$ cat src/rtl/maze_player_ctrl.sv
// Player-movement controller for the maze game.
// Takes one-hot direction requests, checks the target cell against the grid
// edges and the wall bitmap, and moves the player one cell per request.
// Adds press edge detection, optional hold-to-repeat, goal detection,
// a saturating move counter and one-cycle move/wall-bump pulses.
module maze_player_ctrl #(
  parameter int WIDTH         = 10,
  parameter int HEIGHT        = 10,
  parameter int COORD_BITS    = 8,
  parameter int START_X       = 0,
  parameter int START_Y       = 0,
  parameter int END_X         = WIDTH - 1,
  parameter int END_Y         = HEIGHT - 1,
  parameter int REPEAT_CYCLES = 0,
  parameter int COUNT_BITS    = 16
) (
  input  logic                      clock,
  input  logic                      reset,
  input  logic                      at_start,
  input  logic                      stop_player,
  input  logic [3:0]                player_direction,
  input  logic [WIDTH*HEIGHT-1:0]   maze,
  output logic [COORD_BITS-1:0]     player_x,
  output logic [COORD_BITS-1:0]     player_y,
  output logic                      at_end,
  output logic                      move_valid,
  output logic                      wall_hit,
  output logic [COUNT_BITS-1:0]     move_count
);

  localparam int CELLS    = WIDTH * HEIGHT;
  localparam int IDX_BITS = (CELLS > 1) ? $clog2(CELLS) : 1;
  localparam int REP_BITS = (REPEAT_CYCLES > 1) ? $clog2(REPEAT_CYCLES) : 1;

  localparam logic [COORD_BITS-1:0] X_MAX   = COORD_BITS'(WIDTH - 1);
  localparam logic [COORD_BITS-1:0] Y_MAX   = COORD_BITS'(HEIGHT - 1);
  localparam logic [COORD_BITS-1:0] X_START = COORD_BITS'(START_X);
  localparam logic [COORD_BITS-1:0] Y_START = COORD_BITS'(START_Y);
  localparam logic [COORD_BITS-1:0] X_END   = COORD_BITS'(END_X);
  localparam logic [COORD_BITS-1:0] Y_END   = COORD_BITS'(END_Y);
  localparam logic [REP_BITS-1:0]   REP_LAST =
    REP_BITS'((REPEAT_CYCLES > 0) ? (REPEAT_CYCLES - 1) : 0);
  localparam logic [IDX_BITS-1:0]   ROW_LEN = IDX_BITS'(WIDTH);

  localparam logic [3:0] DIR_UP    = 4'b0001;
  localparam logic [3:0] DIR_DOWN  = 4'b0010;
  localparam logic [3:0] DIR_RIGHT = 4'b0100;
  localparam logic [3:0] DIR_LEFT  = 4'b1000;

  typedef enum logic [1:0] {
    IDLE = 2'd0,
    PLAY = 2'd1,
    DONE = 2'd2
  } state_t;

  state_t                  state;
  logic [3:0]              dir_prev;
  logic [REP_BITS-1:0]     rep_cnt;

  logic                    dir_valid;
  logic                    held;
  logic                    rep_fire;
  logic [REP_BITS-1:0]     rep_next;
  logic                    request;
  logic [COORD_BITS-1:0]   tgt_x;
  logic [COORD_BITS-1:0]   tgt_y;
  logic                    in_bounds;
  logic [IDX_BITS-1:0]     idx;
  logic                    blocked;
  logic                    reaches_goal;

  // Decode the request, the repeat timer and the target cell legality.
  always_comb begin
    dir_valid = (player_direction == DIR_UP)    ||
                (player_direction == DIR_DOWN)  ||
                (player_direction == DIR_RIGHT) ||
                (player_direction == DIR_LEFT);
    held      = dir_valid && (player_direction == dir_prev);

    // Repeat counter only runs while the same direction stays held.
    rep_fire = 1'b0;
    rep_next = '0;
    if ((REPEAT_CYCLES > 0) && held) begin
      if (rep_cnt == REP_LAST) rep_fire = 1'b1;
      else                     rep_next = rep_cnt + 1'b1;
    end

    request = dir_valid && ((player_direction != dir_prev) || rep_fire);

    // Edge checks happen before any subtraction/addition is used, so the
    // coordinates never wrap into a neighbouring row or column.
    tgt_x     = player_x;
    tgt_y     = player_y;
    in_bounds = 1'b0;
    case (player_direction)
      DIR_UP: begin
        in_bounds = (player_y != '0);
        tgt_y     = player_y - 1'b1;
      end
      DIR_DOWN: begin
        in_bounds = (player_y != Y_MAX);
        tgt_y     = player_y + 1'b1;
      end
      DIR_RIGHT: begin
        in_bounds = (player_x != X_MAX);
        tgt_x     = player_x + 1'b1;
      end
      DIR_LEFT: begin
        in_bounds = (player_x != '0);
        tgt_x     = player_x - 1'b1;
      end
      default: in_bounds = 1'b0;
    endcase

    idx          = in_bounds ? (IDX_BITS'(tgt_y) * ROW_LEN + IDX_BITS'(tgt_x)) : '0;
    blocked      = !in_bounds || maze[idx];
    reaches_goal = (tgt_x == X_END) && (tgt_y == Y_END);
  end

  // Game state, position, counters and one-cycle feedback pulses.
  always_ff @(posedge clock) begin
    if (reset) begin
      state      <= IDLE;
      player_x   <= X_START;
      player_y   <= Y_START;
      at_end     <= 1'b0;
      move_valid <= 1'b0;
      wall_hit   <= 1'b0;
      move_count <= '0;
      dir_prev   <= '0;
      rep_cnt    <= '0;
    end else begin
      // Tracked every cycle so a key held through a freeze does not fire
      // as a fresh press when the freeze lifts.
      dir_prev   <= player_direction;
      move_valid <= 1'b0;
      wall_hit   <= 1'b0;
      if (at_start) begin
        state      <= IDLE;
        player_x   <= X_START;
        player_y   <= Y_START;
        at_end     <= 1'b0;
        move_count <= '0;
        rep_cnt    <= '0;
      end else begin
        case (state)
          IDLE: begin
            state   <= PLAY;
            rep_cnt <= '0;
          end
          PLAY: begin
            if (stop_player) begin
              rep_cnt <= '0;
            end else begin
              rep_cnt <= rep_next;
              if (request) begin
                if (blocked) begin
                  wall_hit <= 1'b1;
                end else begin
                  player_x   <= tgt_x;
                  player_y   <= tgt_y;
                  move_valid <= 1'b1;
                  if (move_count != '1) move_count <= move_count + 1'b1;
                  if (reaches_goal) begin
                    state  <= DONE;
                    at_end <= 1'b1;
                  end
                end
              end
            end
          end
          DONE: begin
            rep_cnt <= '0;
          end
          default: begin
            state   <= IDLE;
            rep_cnt <= '0;
          end
        endcase
      end
    end
  end

endmodule
$ cat config.mk
export PLATFORM = sky130hd
export DESIGN_NAME = maze_player_ctrl
export DESIGN_NICKNAME = d
export VERILOG_FILES = /design/src/rtl/maze_player_ctrl.sv
export SDC_FILE = /design/constraint.sdc
export NUM_CORES = 1
export LEC_CHECK = 0
export ABC_AREA = 0
export ABC_CLOCK_PERIOD_IN_PS = 11200
export BUFFER_PORTS_ARGS = -buffer_cell sky130_fd_sc_hd__buf_2
export CORE_ASPECT_RATIO = 0.7
export CORE_UTILIZATION = 50
export CTS_BUF_LIST = sky130_fd_sc_hd__clkbuf_2
export DETAILED_ROUTE_END_ITERATION = 7
export GPL_TIMING_DRIVEN = 1
export PLACE_DENSITY_LB_ADDON = 0.1
export RECOVER_POWER = 100
export SETUP_SLACK_MARGIN = 0.1
export SYNTH_ARGS = -nofsm -noshare
export SYNTH_HDL_FRONTEND = slang
export SYNTH_SLANG_ARGS = --single-unit
$ cat constraint.sdc
create_clock -name clock -period 11.2 [get_ports clock]
set_input_delay 2.8 -clock clock [delete_from_list [all_inputs] [get_ports clock]]
set_output_delay 2.8 -clock clock [all_outputs]
set_load 0.02 [all_outputs]
==> reports/summary.txt <==
outcome -> complete, but fails checks
failing checks -> max-slew violations
pin count of the biggest net entering global routing -> 46
relative slew slack -> -16.8%
Die W -> 115 um
Starting Density -> 52.0%
number of global-route vias before repair -> 4124
clk_lat worst skew -> 0.41 ns
Hold Path Class -> flip-flop to flip-flop
netlist area before placement -> 4450 um^2
combinational power share -> 32.4%
Clock power frac -> 21.0%
core region area -> 8550 um^2
worst-path cell chain -> clkbuf_1 -> xor2_1 -> nand2_1 -> o21ai_0 -> inv_1 -> fa_1 -> inv_1 -> mux4_2 -> a32oi_1 -> a2111oi_0 -> o22ai_2 -> a22oi_2 -> o21ai_0 -> a21oi_1
Post-DP Area -> 5160 um^2
crit start category -> primary input
post-synthesis cell type count -> 85
height of the die -> 80.9 um
final instance area -> 5130 um^2
Slew @ Worst Pin -> 1.75 ns
clk_skew -> 0.0194 ns
Compound-Gate Fraction of Synth Area -> 27.8%
H-tree Lvls -> 2
max incr delay on CP -> 1.37 ns
Vias/cell -> 6.17
post-synthesis mux area share -> 9.53%
Final Util -> 60.0%
nets -> 808
initial antenna violation count -> 0
largest family of logic cells by synthesized area -> compound AO/OA/AOI/OAI gates
register cell area after layout -> 821 um^2
sequential area share after synthesis -> 18.4%
drt initial violations -> 407
number of synthesized flops with an enable pin -> 0
Finished Layout Cells -> 795
Synth Flop Type -> dfxtp_1
Crit path arrival time -> 10.05 ns
Num CTS Buffers -> 5
Clock Path Buffers -> 2
Pint -> 0.207 mW
Slew Viols, Final -> 45
iteration count of the initial detailed-routing pass -> 7
post-CTS resize count -> 0
CTS root buf -> clkbuf_2
clk slew on worst S/H paths -> 0.20 ns
I/O Pins -> 143
placed cell count -> 787
Tot GR Track Use -> 28.6%
final hold violations -> 0
CTS tree -> yes
fill cell count -> 844
cells after synthesis -> 556
switching power -> 0.111 mW
max_cap viols -> 0
post-layout min period -> 9.71 ns
Worst Path Max Fanout -> 45
asr flop ratio synth -> 0%
post-route setup TNS -> 0 ns
sw frac -> 34.9%
Req. time, crit path -> 11.54 ns
share of layout cells above drive strength 1 -> 22.2%
grt total ovfl -> 0
CP Capture Type -> flip-flop
Final Wtd Congestion -> 0.996
drt total wl -> 13900 um
Setup-failing EPs final -> 0
hold_buf cts -> 0
postcts setup bufs -> 0
IO buf count -> 142
yosys warns -> 0
synthesized area per cell -> 8.00 um^2
drt drc -> 0
Post-Synth Adder-Cell Area -> 7.99%
clk sink count -> 41
Mapped Nets -> 690
simple-gate share of the synthesized area -> 24.6%
RSZ-0062 raised after global routing -> false
Tcrit/Tclk final -> 86.7%
worst setup path class -> primary input to flip-flop
Area Growth Syn to Fin -> 15.2%
synth top area cells -> dfxtp_1, ha_1, mux2i_1
area occupied by multi-input gates -> 3370 um^2
WL per Instance -> 17.4 um
CP max-delay cell -> a22oi_2
dominant cell type by area after synthesis -> dfxtp_1
Sequential Power Share -> 46.6%
HPWL after DPL -> 10800 um
first-pass GRT wire length -> 20900 um
# diodes -> 0
num rows -> 28
Via Count -> 4907
share of Yosys cell area claimed by the top area cell type -> 18.4%
peak supply drop -> 47.5 uV
Pwr per Cell Area -> 61.9 nW/um^2
Fmax -> 0.103 GHz
register bit total from synthesis -> 41
die area -> 9290 um^2
post-synthesis xor/xnor area fraction -> 6.19%
Leakage Power -> 2.01 nW
post-route ant nets -> 0
[per-layer routing]
metal | GRT usage [%] | routed length, um | vias up
li1 | - | - | 2346
met1 | 43.8 | 6580 | 2310
met4 | 4.81 | 151 | 0
met5 | 0 | 0 | -
met2 | 41.2 | 5790 | 230
met3 | 5.75 | 1330 | 21
[final timing paths]
kind | cells past startpoint | from | end | slack [ns]
setup / recovery | 14 | player_direction[3] | move_count[2] | 1.49
hold / removal | 1 | state[1] | wall_hit | 0.50
setup reg to reg | 13 | player_x[0] | move_count[2] | 4.42
hold reg to reg | 1 | state[1] | wall_hit | 0.50
[cell usage in the layout, fill, tap and decap left out, drive strengths merged, types with 5 or more instances in the layout]
cell type / synthesis / routed
o211ai: 6 / 6
or4: 6 / 6
or3: 11 / 11
xnor2: 15 / 15
dfxtp: 41 / 41
mux4: 6 / 6
nor4: 13 / 13
o21ai: 41 / 41
nand3: 20 / 20
a211oi: 17 / 17
nor3: 15 / 15
nand4: 5 / 5
nand2: 37 / 37
nor2b: 8 / 8
mux2i: 21 / 21
a21oi: 29 / 29
ha: 22 / 22
clkbuf: 17 / 45
and3: 9 / 9
xor2: 13 / 13
o21a: 12 / 12
buf: 18 / 107
inv: 15 / 15
mux2: 7 / 7
o21bai: 6 / 6
nor2: 57 / 57
o31a: 7 / 7
[synthesized netlist by cell type, drive strengths merged, types with 5 or more instances]
cell / number
and3: 9
or4: 6
o21ai: 41
nor2b: 8
xnor2: 15
a21oi: 29
dfxtp: 41
a211oi: 17
ha: 22
o21bai: 6
mux2: 7
nor2: 57
inv: 15
mux4: 6
nor3: 15
or3: 11
o31a: 7
o211ai: 6
o21a: 12
mux2i: 21
clkbuf: 17
nand4: 5
nand3: 20
nor4: 13
nand2: 37
xor2: 13
buf: 18
[worst max-delay path, delay by kind of cell]
| family | cells | cell delay, ns |
|---|---|---|
| AO/OA/AOI/OAI | 7 | 3.57 |
| AND/OR/NAND/NOR | 1 | 0.60 |
| buffers and inverters | 3 | 1.00 |
| adder cells (fa/ha/maj) | 1 | 1.03 |
| XOR/XNOR | 1 | 0.69 |
| multiplexers | 1 | 0.33 |
[state kept, by name, indices dropped and copies added, names as in the netlist]
signal / flops
at_end: 1
dir_prev: 4
move_count: 16
move_valid: 1
player_x: 8
player_y: 8
state: 2
wall_hit: 1
[stage by stage]
step	worst slack, ns	power (mW)	hold WS [ns]
6_report	1.49	0.317	0.496
5_1_grt	1.12	0.333	0.522
4_1_cts	2.46	0.316	0.487
3_5_place_dp	1.99	0.251	0.460
3_3_place_gp	2.17	0.250	0.447
2_1_floorplan	3.51	0.215	0.430
[power by group through the flow]
| stage | clock (mW) | sequential (mW) | combinational (mW) |
|---|---|---|---|
| 2_1_floorplan | 0 | 0.151 | 0.0647 |
| 3_3_place_gp | 0 | 0.151 | 0.0993 |
| 3_5_place_dp | 0 | 0.151 | 0.100 |
| 4_1_cts | 0.0678 | 0.148 | 0.101 |
| 5_1_grt | 0.0738 | 0.148 | 0.111 |
| 6_report | 0.0666 | 0.148 | 0.103 |
[cells by family (layout without fill, tap and decap cells)]
logic type                 Yosys count  in the layout
xor gates and xnor gates            29             29
muxes                               34             34
and+or+nand+nor                    204            204
AOI/OAI and AO/OA                  172            172
DFF                                 41             41
adders and majority gates           26             26
buffers and inverters               50            169
[area by class of cell]
cell class	count	share of cell area [%]
inverter	15	1.10
tap	120	2.93
clock buffer	6	0.586
timing repair buffer	146	13.5
sequential	41	16.0
multi-input combinational	465	65.7
clock inverter	2	0.195
Note: power is estimated with default switching activity, not from simulation.
